--- src/rtl/conv_window_mac_if.sv ---
// Memory-read and result-handshake bundle for conv_window_mac.
// master: the MAC engine side; slave: input memory / weight ROM / output stage side.
interface conv_window_mac_if #(
  parameter int unsigned DATA_WIDTH = 32,
  parameter int unsigned ACC_WIDTH  = 32
) ();
  logic                  mem_en;
  logic [3:0]            mul_shift;
  logic [3:0]            accu_shift;
  logic [DATA_WIDTH-1:0] mem_data;
  logic [3:0]            weight_idx;
  logic [DATA_WIDTH-1:0] weight_data;
  logic [ACC_WIDTH-1:0]  result;
  logic [3:0]            result_idx;
  logic                  result_valid;
  logic                  result_ready;

  modport master (
    output mem_en, mul_shift, accu_shift, weight_idx,
    input  mem_data, weight_data,
    output result, result_idx, result_valid,
    input  result_ready
  );

  modport slave (
    input  mem_en, mul_shift, accu_shift, weight_idx,
    output mem_data, weight_data,
    input  result, result_idx, result_valid,
    output result_ready
  );
endinterface

--- src/rtl/conv_window_mac.sv ---
// 3x3 valid convolution over a 5x5 tile: walks window offsets, MACs nine products per window.
// Define CONV_RELU_EN to clamp negative window sums to zero.
module conv_window_mac #(
  parameter int unsigned DATA_WIDTH = 32,
  parameter int unsigned ACC_WIDTH  = 32
) (
  input  logic             clk,
  input  logic             rst,
  input  logic             start,
  output logic             busy,
  output logic             done,
  conv_window_mac_if.master bus
);

  typedef enum logic [2:0] {StIdle, StFetch, StDrain, StOutput, StDone} state_e;

  state_e                       state_q, state_d;
  logic [3:0]                   j_q, j_d, k_q, k_d;
  logic                         mac_vld_q, mac_first_q;
  logic [ACC_WIDTH-1:0]         acc_q, acc_d, result_q, result_d, sum;
  logic signed [ACC_WIDTH-1:0]  pix_ext, wgt_ext, prod;

  // Row-major offsets of a 3x3 window inside a 5-wide tile.
  function automatic logic [3:0] ofs(input logic [3:0] i);
    case (i)
      4'd0:    return 4'd0;
      4'd1:    return 4'd1;
      4'd2:    return 4'd2;
      4'd3:    return 4'd5;
      4'd4:    return 4'd6;
      4'd5:    return 4'd7;
      4'd6:    return 4'd10;
      4'd7:    return 4'd11;
      4'd8:    return 4'd12;
      default: return 4'd0;
    endcase
  endfunction

  always_comb begin
    state_d          = state_q;
    j_d              = j_q;
    k_d              = k_q;
    bus.mem_en       = 1'b0;
    bus.mul_shift    = 4'd0;
    bus.accu_shift   = 4'd0;
    bus.weight_idx   = 4'd0;
    bus.result       = '0;
    bus.result_idx   = 4'd0;
    bus.result_valid = 1'b0;
    busy             = (state_q != StIdle);
    done             = 1'b0;
    case (state_q)
      StIdle: begin
        if (start) begin
          state_d = StFetch;
          j_d     = 4'd0;
          k_d     = 4'd0;
        end
      end
      StFetch: begin
        bus.mem_en     = 1'b1;
        bus.mul_shift  = ofs(k_q);
        bus.accu_shift = ofs(j_q);
        bus.weight_idx = k_q;
        if (k_q == 4'd8) begin
          state_d = StDrain;
          k_d     = 4'd0;
        end else begin
          k_d = k_q + 4'd1;
        end
      end
      StDrain: state_d = StOutput;
      StOutput: begin
        bus.result_valid = 1'b1;
        bus.result       = result_q;
        bus.result_idx   = j_q;
        if (bus.result_ready) begin
          if (j_q == 4'd8) begin
            state_d = StDone;
          end else begin
            state_d = StFetch;
            j_d     = j_q + 4'd1;
            k_d     = 4'd0;
          end
        end
      end
      StDone: begin
        done    = 1'b1;
        state_d = StIdle;
        j_d     = 4'd0;
      end
      default: state_d = StIdle;
    endcase
  end

  // Low ACC_WIDTH bits of the signed product equal the product of the sign-extended operands.
  always_comb begin
    pix_ext  = ACC_WIDTH'($signed(bus.mem_data));
    wgt_ext  = ACC_WIDTH'($signed(bus.weight_data));
    prod     = pix_ext * wgt_ext;
    sum      = (mac_first_q ? '0 : acc_q) + prod;
    acc_d    = mac_vld_q ? sum : acc_q;
    result_d = result_q;
    if (state_q == StDrain) begin
`ifdef CONV_RELU_EN
      result_d = sum[ACC_WIDTH-1] ? '0 : sum;
`else
      result_d = sum;
`endif
    end
  end

  always_ff @(posedge clk) begin
    if (rst) begin
      state_q     <= StIdle;
      j_q         <= 4'd0;
      k_q         <= 4'd0;
      acc_q       <= '0;
      result_q    <= '0;
      mac_vld_q   <= 1'b0;
      mac_first_q <= 1'b0;
    end else begin
      state_q     <= state_d;
      j_q         <= j_d;
      k_q         <= k_d;
      acc_q       <= acc_d;
      result_q    <= result_d;
      mac_vld_q   <= (state_q == StFetch);
      mac_first_q <= (state_q == StFetch) && (k_q == 4'd0);
    end
  end

endmodule

--- src/flat_wrapper.sv ---
// flat-port wrapper written by rule: the top's interface ports become plain ports
module conv_window_mac_flat 
#(
  parameter int unsigned DATA_WIDTH = 32,
  parameter int unsigned ACC_WIDTH  = 32
)
  (clk, rst, start, busy, done, bus_mem_en, bus_mul_shift, bus_accu_shift, bus_weight_idx, bus_mem_data, bus_weight_data, bus_result, bus_result_idx, bus_result_valid, bus_result_ready);
  conv_window_mac_if #(.DATA_WIDTH(DATA_WIDTH), .ACC_WIDTH(ACC_WIDTH)) bus_i ();
  input  logic clk;
  input  logic rst;
  input  logic start;
  output logic busy;
  output logic done;
  output wire logic [$bits(bus_i.mem_en)-1:0] bus_mem_en;
  output wire logic [$bits(bus_i.mul_shift)-1:0] bus_mul_shift;
  output wire logic [$bits(bus_i.accu_shift)-1:0] bus_accu_shift;
  output wire logic [$bits(bus_i.weight_idx)-1:0] bus_weight_idx;
  input wire logic [$bits(bus_i.mem_data)-1:0] bus_mem_data;
  input wire logic [$bits(bus_i.weight_data)-1:0] bus_weight_data;
  output wire logic [$bits(bus_i.result)-1:0] bus_result;
  output wire logic [$bits(bus_i.result_idx)-1:0] bus_result_idx;
  output wire logic [$bits(bus_i.result_valid)-1:0] bus_result_valid;
  input wire logic [$bits(bus_i.result_ready)-1:0] bus_result_ready;
  assign bus_mem_en = bus_i.mem_en;
  assign bus_mul_shift = bus_i.mul_shift;
  assign bus_accu_shift = bus_i.accu_shift;
  assign bus_weight_idx = bus_i.weight_idx;
  assign bus_i.mem_data = bus_mem_data;
  assign bus_i.weight_data = bus_weight_data;
  assign bus_result = bus_i.result;
  assign bus_result_idx = bus_i.result_idx;
  assign bus_result_valid = bus_i.result_valid;
  assign bus_i.result_ready = bus_result_ready;
  conv_window_mac #(.DATA_WIDTH(DATA_WIDTH), .ACC_WIDTH(ACC_WIDTH)) u_core (.clk(clk), .rst(rst), .start(start), .busy(busy), .done(done), .bus(bus_i));
endmodule
--- config.mk ---
export PLATFORM = sky130hd
export DESIGN_NAME = conv_window_mac_flat
export DESIGN_NICKNAME = d
export VERILOG_FILES = /design/src/rtl/conv_window_mac_if.sv /design/src/rtl/conv_window_mac.sv /design/src/flat_wrapper.sv
export SDC_FILE = /design/constraint.sdc
export NUM_CORES = 2
export LEC_CHECK = 0
export ABC_AREA = 0
export BUFFER_PORTS_ARGS = -buffer_cell sky130_fd_sc_hd__buf_4
export CORE_MARGIN = 10
export CORE_UTILIZATION = 55
export DETAILED_ROUTE_END_ITERATION = 8
export PLACE_DENSITY = 0.73
export SYNTH_ARGS = -nofsm -noshare
export SYNTH_HDL_FRONTEND = slang
export SYNTH_SLANG_ARGS = --single-unit
--- constraint.sdc ---
create_clock -name clk -period 15.4 [get_ports clk]
set_input_delay 1.54 -clock clk [delete_from_list [all_inputs] [get_ports clk]]
set_output_delay 1.54 -clock clk [all_outputs]
set_load 0.01 [all_outputs]
==> summary.log <==
[setup_path] data required time of the worst path 15.59 ns
[synth] Post-synth EDFFs 0
[floorplanning] Die ar. 46,000 um2
[place] PortBufs 119
[floorplanning] Die Ht 214 um
[synth] cell area after synthesis 20,800 um2
[setup_path] FF-to-FF path depth 23
[run_status] run status finished, final reports clean
[setup_path] worst endpoint data arrival time 8.67 ns
[cells_and_area] number of nets in the layout 3,035
[timing] number of hold violations in the final report 0
[cells_and_area] Synth-to-Final Area Change 6.70%
[cells_and_area] most frequent cells in the layout 520 x sky130_fd_sc_hd__inv_1, 438 x sky130_fd_sc_hd__fa_1, 330 x sky130_fd_sc_hd__nand2_1
[timing] slew at the pin closest to its max-slew limit 1.15 ns
[clock_tree] clock latency on the worst-skew pair 0.35 ns
[clock_tree] count of buffers added by post-CTS timing repair for setup 0
[synth] Seq/Total Area, Yosys 0.0818
[clock_tree] Clock Tree Buf Depth 2
[floorplanning] Boundary Pins 120
[cells_and_area] final non-filler cell total 2,890
[grt] global route overflow 0
[synth] adder and majority gate portion of the synthesized area 0.515
[routing] number of design rule violations left after detail routing 0
[place] DPL Wire Length 43,300 um
[floorplanning] horizontal die dimension 214 um
[cells_and_area] Diodes inserted 0
[timing] smallest hold slack 0.454 ns
[setup_path] worst reg2reg path startpoint u_core.mac_first_q$_SDFF_PP0_
[clock_tree] H-Tree Level Count 3
[timing] final clock skew 0.00832 ns
[synth] commonest register cell after synthesis sky130_fd_sc_hd__dfxtp_1
[setup_path] internal reg-to-reg setup slack 7.71 ns
[setup_path] path type of the worst setup path input pin to flop
[worst_hold_path] count of cells along the worst hold path 2
[place] number of placed cells counting well taps 2,874
[grt] Overall Global Routing Usage 0.237
[setup_path] worst-path fanout max 24
[floorplanning] initial core utilization 0.555
[routing] Final ANT Viol Nets 0
[timing] share of the clock period used by the worst path 0.550
[clock_tree] hold_buf cts 0
[timing] Final Slew Violations 0
[clock_tree] cells resized by post-CTS repair 0
[grt] wire length of the first global-routing pass 87,900 um
[clock_tree] CTS root buf sky130_fd_sc_hd__clkbuf_16
[synth] area fraction in compound gates after synthesis 0.0420
[timing] TNS Setup 0 ns
[synth] total of flip-flops plus latches after synthesis 85
[routing] Total Wirelength 53,300 um
[grt] via count of the first global-routing pass 16,800
[run] max-capacitance violation count 0
[synth] main combinational cell family by area after synthesis adder cells
[cells_and_area] filler cell count in the final layout 3,348
[setup_path] endpoint class of the critical path flop
[grt] pin count of the biggest net entering global routing 77
[clock_tree] clock slew at reported path FFs 0.07 ns
[timing] Highest Clock Rate 118 MHz
[synth] multiplexer area fraction after synthesis 0.0120
[routing] violation count after the first detailed-route iteration 908
[setup_path] end of the worst register-to-register path u_core.acc_q[29]$_SDFFE_PP0P_
[synth] post-synthesis net count 3,021
[synth] average size of a mapped cell 8.81 um2
[clock_tree] CTS tree built
[timing] Max transition margin 0.230
[worst_hold_path] type of the worst min-delay path flop to flop
[routing] post-detailed-route wirelength per cell 18.4 um
[setup_path] type of element launching the critical path input pin
[synth] basic-gate share of the synthesized area counting and, or, nand and nor cells 0.195
[cells_and_area] layout cells sized above 1 0.0635
[timing] setup repair after global routing missed its margin no
[timing] min Tclk post-route 8.48 ns
[floorplanning] cell row count 71
[place] global placer's final weighted congestion 0.911
[routing] number of search-and-repair iterations in the first detailed-routing pass 5
[synth] xor/xnor cell area share of the yosys netlist 0.0388
[synth] Cell variety after synth 62
[clock_tree] TritonCTS buffer count 9
[synth] proportion of register bits with asynchronous set or reset after synthesis 0
[grt] antenna violations before repair 1
[cells_and_area] leading cell type in the layout, fill and taps excluded sky130_fd_sc_hd__inv_1
[synth] warnings from Yosys 0
[floorplanning] core region area 37,500 um2
[synth] number of standard cells after synthesis 2,360
[clock_tree] Clock Sink Count 85
[worst_hold_path] worst hold endpoint u_core.result_q[1]$_SDFFE_PP0P_
[timing] count of endpoints failing setup in the final report 0
[routing] via count of the routed design 15,500
[worst_hold_path] Hold Startpoint u_core.result_q[1]$_SDFFE_PP0P_
[routing] via density per instance 5.38
[stage by stage]
stage	setup WS, ns	util	area [um2]
after floorplan	6.95	-	20800
after CTS	6.93	0.592	22200
after global routing	6.57	0.592	22200
after global placement	6.69	0.584	21900
final	6.92	0.592	22200
after detailed placement	6.60	0.584	21900
[layout make-up]
class	count	area, um2	share of cell area
Clock buffer	9	225	0.0101
Inverter	522	1960	0.0883
Tap cell	511	639	0.0288
Timing Repair Buffer	122	916	0.0413
Sequential cell	85	1700	0.0767
Multi-Input combinational cell	1634	16700	0.752
Clock inverter	7	57.6	0.00259
[state kept, by name, summed over array words and instances (netlist names), named ones only]
signal / cells
u_core.acc_q: 32
u_core.mac_first_q: 1
u_core.k_q: 4
u_core.j_q: 4
u_core.mac_vld_q: 1
u_core.state_q: 3
u_core.result_q: 32
[per-layer routing]
layer / share of wire / up-vias / GRT usage / wire length, um
met1: 0.40 / 7908 / 0.306 / 21500
met5: 0 / - / 0 / 0
met4: 0.031 / 0 / 0.0733 / 1630
met2: 0.49 / 583 / 0.394 / 25900
li1: - / 6948 / - / -
met3: 0.080 / 109 / 0.0484 / 4260
[cell families after synthesis]
logic type / after synthesis
multiplexers: 25
flip-flops: 85
AO/OA/AOI/OAI: 131
AND/OR/NAND/NOR: 796
XOR/XNOR: 89
buffers and inverters: 641
adder cells (fa/ha/maj): 593
[worst max-delay path by stage]
stage | to | slack [ns] | start
floorplan | u_core.acc_q[29]$_SDFFE_PP0P_ | 6.95 | bus_mem_data[13]
global placement | u_core.acc_q[29]$_SDFFE_PP0P_ | 6.69 | bus_weight_data[0]
detailed placement | u_core.acc_q[29]$_SDFFE_PP0P_ | 6.60 | bus_weight_data[0]
CTS | u_core.acc_q[29]$_SDFFE_PP0P_ | 6.93 | bus_weight_data[0]
global route | u_core.acc_q[29]$_SDFFE_PP0P_ | 6.57 | bus_weight_data[0]
finish | u_core.acc_q[29]$_SDFFE_PP0P_ | 6.92 | bus_weight_data[8]
[synth_stat cells (3+ instances only)]
library cell	instances	area share
sky130_fd_sc_hd__o31ai_1	4	0.0014
sky130_fd_sc_hd__and4_1	3	0.0013
sky130_fd_sc_hd__nor2b_1	21	0.0063
sky130_fd_sc_hd__xnor2_1	70	0.029
sky130_fd_sc_hd__nor4_1	8	0.0024
sky130_fd_sc_hd__buf_2	3	0.00072
sky130_fd_sc_hd__and2_1	313	0.094
sky130_fd_sc_hd__xor2_1	17	0.0072
sky130_fd_sc_hd__or3_1	6	0.0018
sky130_fd_sc_hd__o21bai_1	9	0.0032
sky130_fd_sc_hd__mux2i_1	25	0.012
sky130_fd_sc_hd__buf_1	4	0.00072
sky130_fd_sc_hd__ha_1	155	0.093
sky130_fd_sc_hd__fa_1	438	0.42
sky130_fd_sc_hd__clkbuf_1	112	0.020
sky130_fd_sc_hd__nand2b_1	16	0.0048
sky130_fd_sc_hd__nand3b_1	3	0.0011
sky130_fd_sc_hd__o22ai_1	3	0.00090
sky130_fd_sc_hd__dfxtp_1	85	0.082
sky130_fd_sc_hd__nand3_1	14	0.0034
sky130_fd_sc_hd__a31o_1	3	0.0013
sky130_fd_sc_hd__a211oi_1	9	0.0032
sky130_fd_sc_hd__o21ai_0	12	0.0029
sky130_fd_sc_hd__o21ai_1	4	0.00096
sky130_fd_sc_hd__a21o_1	8	0.0029
sky130_fd_sc_hd__a311o_1	4	0.0019
sky130_fd_sc_hd__a31oi_1	7	0.0021
sky130_fd_sc_hd__nor4b_1	3	0.0013
sky130_fd_sc_hd__nor3_1	8	0.0019
sky130_fd_sc_hd__nor2_1	56	0.010
sky130_fd_sc_hd__a21oi_1	52	0.013
sky130_fd_sc_hd__inv_1	520	0.094
sky130_fd_sc_hd__nand2_1	330	0.060
[critical path: stages]
cell                       delay (ns)
sky130_fd_sc_hd__buf_4           0.30
sky130_fd_sc_hd__nand2_1         0.13
sky130_fd_sc_hd__fa_1            0.52
sky130_fd_sc_hd__fa_1            0.52
sky130_fd_sc_hd__fa_1            0.54
sky130_fd_sc_hd__inv_1           0.06
sky130_fd_sc_hd__fa_1            0.51
sky130_fd_sc_hd__inv_1           0.06
sky130_fd_sc_hd__fa_1            0.56
sky130_fd_sc_hd__inv_1           0.06
sky130_fd_sc_hd__fa_1            0.48
sky130_fd_sc_hd__fa_1            0.51
sky130_fd_sc_hd__inv_1           0.05
sky130_fd_sc_hd__fa_1            0.47
sky130_fd_sc_hd__inv_1           0.04
sky130_fd_sc_hd__ha_1            0.34
sky130_fd_sc_hd__nand4_1         0.17
sky130_fd_sc_hd__inv_1           0.06
sky130_fd_sc_hd__a221oi_1        0.44
sky130_fd_sc_hd__or4b_1          0.51
sky130_fd_sc_hd__a31o_1          0.24
sky130_fd_sc_hd__a21oi_1         0.17
sky130_fd_sc_hd__xor2_1          0.22
sky130_fd_sc_hd__o22ai_1         0.13
Power is left out: the tool's default activity adds up to more than one toggle a clock period on the data nets, which glitch-free logic cannot reach.
